File: config.mk
export PLATFORM = sky130hd
export DESIGN_NAME = imm_encoder
export DESIGN_NICKNAME = d
export VERILOG_FILES = /design/src/rtl/imm_encoder.sv
export SDC_FILE = /design/constraint.sdc
export NUM_CORES = 1
export LEC_CHECK = 0
export BUFFER_PORTS_ARGS = -buffer_cell sky130_fd_sc_hd__buf_2
export CAP_MARGIN = 20
export CORE_ASPECT_RATIO = 1.75
export CORE_UTILIZATION = 45
export DETAILED_ROUTE_END_ITERATION = 10
export PLACE_DENSITY = 0.72
export SYNTH_ARGS = -nofsm -noshare
export SYNTH_HDL_FRONTEND = slang
export SYNTH_SLANG_ARGS = --single-unit
File: constraint.sdc
create_clock -name clk -period 3.3 [get_ports clk]
set_input_delay 0.495 -clock clk [delete_from_list [all_inputs] [get_ports clk]]
set_output_delay 0.495 -clock clk [all_outputs]
set_load 0.02 [all_outputs]
File: src/rtl/imm_encoder.sv
// Packs a 32-bit immediate into RISC-V I/S/B/J fields of instr[31:7], flags
// out-of-range or misaligned immediates, and queues results in a small FIFO.
module imm_encoder #(
    parameter int DEPTH = 2,
    parameter int ERR_W = 8
) (
    input  logic             clk,
    input  logic             reset_n,
    input  logic             in_valid,
    output logic             in_ready,
    input  logic [31:0]      imm,
    input  logic [1:0]       immsrc,
    input  logic [24:0]      base,
    output logic             out_valid,
    input  logic             out_ready,
    output logic [24:0]      instr,
    output logic             out_err,
    output logic [ERR_W-1:0] err_count
);
    localparam int AW = (DEPTH > 1) ? $clog2(DEPTH) : 1;
    localparam logic [AW:0] FULL_CNT = (AW+1)'(DEPTH);

    typedef struct packed {
        logic [24:0] instr;
        logic        err;
    } entry_t;

    entry_t          enc;
    entry_t          mem [DEPTH];
    logic [AW-1:0]   wr_ptr, rd_ptr;
    logic [AW:0]     count;
    logic            push, pop;

    // base[k] holds instr bit k+7, so instr[19:7] is base[12:0], etc.
    always_comb begin
        enc = '0;
        case (immsrc)
            2'b00: begin
                enc.instr = {imm[11:0], base[12:0]};
                enc.err   = !(&imm[31:11] || ~|imm[31:11]);
            end
            2'b01: begin
                enc.instr = {imm[11:5], base[17:5], imm[4:0]};
                enc.err   = !(&imm[31:11] || ~|imm[31:11]);
            end
            2'b10: begin
                enc.instr = {imm[12], imm[10:5], base[17:5], imm[4:1], imm[11]};
                enc.err   = !(&imm[31:12] || ~|imm[31:12]) || imm[0];
            end
            default: begin
                enc.instr = {imm[20], imm[10:1], imm[11], imm[19:12], base[4:0]};
                enc.err   = !(&imm[31:20] || ~|imm[31:20]) || imm[0];
            end
        endcase
    end

    assign in_ready  = (count != FULL_CNT);
    assign out_valid = (count != '0);
    assign push      = in_valid && in_ready;
    assign pop       = out_valid && out_ready;

    // Mask the head while empty so reset shows instr=0 without clearing storage.
    assign instr   = out_valid ? mem[rd_ptr].instr : '0;
    assign out_err = out_valid ? mem[rd_ptr].err   : 1'b0;

    always_ff @(posedge clk) begin
        if (push)
            mem[wr_ptr] <= enc;
    end

    always_ff @(posedge clk) begin
        if (!reset_n) begin
            wr_ptr    <= '0;
            rd_ptr    <= '0;
            count     <= '0;
            err_count <= '0;
        end else begin
            if (push)
                wr_ptr <= wr_ptr + 1'b1;
            if (pop)
                rd_ptr <= rd_ptr + 1'b1;
            case ({push, pop})
                2'b10:   count <= count + 1'b1;
                2'b01:   count <= count - 1'b1;
                default: count <= count;
            endcase
            if (push && enc.err && (err_count != '1))
                err_count <= err_count + 1'b1;
        end
    end
endmodule

==> metrics.yaml <==
status:
  status: "finished, final reports clean"
worst_hold_path:
  hold_end: "mem[1][24]"
  hold_path_depth: 1
  hold_path_class: "primary input to flip-flop"
  hp-start: "imm[10]"
power_and_ir_drop:
  p_leak_nw: 1.52
  p_int_mw: 1.98
  seq_power_share_pct: 39.2
  power_density_nw_per_um2: 767
  netSwitchingFraction_pct: 33.1
  power_frac_clock_pct: 29.7
  peakVddDrop_uv: 357
  switching_power_uw: 979
  total_power_mw: 2.96
  comb_power_share_pct: 31.1
timing:
  hold_viol: 0
  max_freq_mhz: 451
  setup_tns_ns: 0
  fin_crit_sh_pct: 67.2
  drv_slew: 0
  rsz0062_at_grt: "no"
  skew_ns: 0.00529
  fin_ws_ns: 1.08
  tightestPinTransition_ns: 0.852
  setup_viol: 0
  slew_headroom_pct: 42.8
  min_period_ns: 2.22
synth:
  postSynth.asyncResetShare_pct: 0
  yosys_most_used_dff: "edfxtp_1"
  synth_edf_count: 52
  ys_types: 43
  syn_inst: 235
  yosysSeqAreaShare_pct: 59.7
  yosys_warnings: 0
  synthTopCellsByArea: "edfxtp_1 (51%), mux2i_1 (9.5%), dfxtp_1 (8.5%)"
  syn_avg_cell_area_um2: 13.0
  yosys.area.top_type: "edfxtp_1"
  synth_common_cells: "edfxtp_1 (52), nor2_1 (34), mux2i_1 (29), mux2_2 (16), dfxtp_1 (13)"
  syn_nets: 300
  ys_ff_latch: 65
  netlist.area_leader.share_pct: 51.2
  syn-cell-area_um2: 3050
  post-synth-top-count-cell: "edfxtp_1"
clocking:
  cts_buffers: 9
  clock-sinks: 65
  clk_pin_slew_ns: 0.05
  cts_setup_buffers: 0
  cts_root_buf: "clkbuf_16"
  htreeDepth: 3
  post_cts_resized: 0
  clock_path_buffers: 2
  cts_tree: "yes"
  hold_buffers: 0
  insertion_delay_ns: 0.33
critical_path:
  crit_required_ns: 2.80
  timing.rr.end: "err_count[3]"
  reg2reg_setup_slack_ns: 1.33
  startpoint_type: "flip-flop"
  crit_arrival_ns: 1.72
  critPathKind: "flip-flop to primary output"
  rr_startpoint: "count[0]"
  cp-end-kind: "primary output"
  r2r_cells: 6
  cp_max_fo: 26
floorplan:
  die-height_um: 111
  coreArea_um2: 6540
  start_util_pct: 46.7
  num_rows: 39
  die_w_um: 64.3
  die-area_um2: 7130
  ios: 99
place:
  dp_hpwl_um: 4360
  io_buffers: 91
  pre_cts_ws_ns: 1.06
  gp_congestion: 0.760
  post-place-cells: 403
detailed_routing:
  vias: 2190
  wl_um: 5940
  ant_nets: 0
  drt_iter0_markers: 83
  drc: 0
  drt_pass1_iterations: 4
  via_per_inst: 5.23
  wire_per_inst_um: 14.2
cells_and_area:
  fin_util_pct: 59.0
  fin_nets: 397
  area_delta_synth_final_pct: 26.4
  drive_gt1_share_pct: 40.9
  instances_no_fill: 419
  n_antenna_cell: 0
grt:
  grt_pass1_wl_um: 9280
  grt_pass1_vias: 2126
  grt_max_degree: 27
  track_usage_pct: 17.7
  antenna_found_initial: 0
  grt-ovfl-total: 0
flow_run:
  maxCapViolCount: 0
## state kept, by name (all words and copies together) (netlist names), named ones only
signal / cells
err_count: 8
rd_ptr: 1
mem: 52
count: 2
wr_ptr: 1
## through the flow
step                cell area (um2)  hold slack [ns]
finish                         3860            0.360
global route                   3860            0.354
CTS                            3860            0.348
detailed placement             3580            0.490
global placement               3580            0.476
floorplan                      3050            0.472
## power groups by stage
stage                     Sequential [mW]  Combinational [mW]  Clock [mW]
final                                1.16               0.919       0.880
after global routing                 1.17               0.997       0.927
after CTS                            1.16               0.938       0.900
after detailed placement             1.18               0.934           0
after global placement               1.17               0.922           0
after floorplan                      1.11               0.679           0
## metal layers
metal / part of all wire [%] / global-route usage, % / routed length (um) / vias up
met4: 2.4 / 10.7 / 145 / 0
li1: - / - / - / 1082
met1: 36 / 15.7 / 2140 / 1033
met3: 4.7 / 4.53 / 278 / 8
met5: 0 / 0 / 0 / -
met2: 57 / 33.6 / 3380 / 67
## placed cells by master (no fill, tap or decap), types with 2 or more instances in the layout
cell type / instances
xor2_1: 3
or3_2: 3
and3_1: 2
o31ai_1: 3
dfxtp_1: 12
nand2b_1: 4
mux2_2: 16
or4_1: 3
and2_1: 2
nor4_1: 3
nand3_1: 3
ha_1: 2
buf_4: 3
nand4_1: 9
xnor2_1: 2
clkbuf_1: 2
o21ai_0: 8
buf_2: 91
a21oi_1: 10
nor2_1: 32
clkbuf_16: 9
o211ai_1: 2
nand2_1: 5
clkinv_1: 4
nor2_2: 2
mux2i_1: 29
edfxtp_1: 52
## final cells by class
| type | count | area (um2) |
|---|---|---|
| clock buffer | 11 | 233 |
| clock inverter | 5 | 46.3 |
| fill | 550 | 2680 |
| inverter | 3 | 16.3 |
| multi-input combinational | 159 | 1160 |
| sequential | 65 | 1820 |
| tap | 82 | 103 |
| timing repair buffer | 94 | 478 |
## worst max-delay path, stage by stage (launching register included)
cell	delay, ns
dfxtp_2	0.84
mux2i_1	0.28
nor2_1	0.07
buf_2	0.19
## logic make-up after synthesis
kind of cell               share of synthesized area [%]
muxes                                               15.4
DFF                                                 59.7
and+or+nand+nor                                     14.0
adders and majority gates                          0.820
buffers and inverters                               2.54
xor gates and xnor gates                            1.44
AOI/OAI and AO/OA                                   6.11
## how the worst max path moves through the flow
stage | endpoint | start | slack (ns) | cells past startpoint
4_1_cts | instr[6] | flip-flop | 1.05 | 3
2_1_floorplan | mem[0][0] | count[0] | 0.90 | 3
3_5_place_dp | err_count[2] | imm[17] | 1.06 | 8
5_1_grt | instr[6] | flip-flop | 0.98 | 3
6_report | instr[6] | flip-flop | 1.08 | 3
3_3_place_gp | err_count[2] | imm[17] | 1.08 | 8
Note: power is estimated with default switching activity, not from simulation.
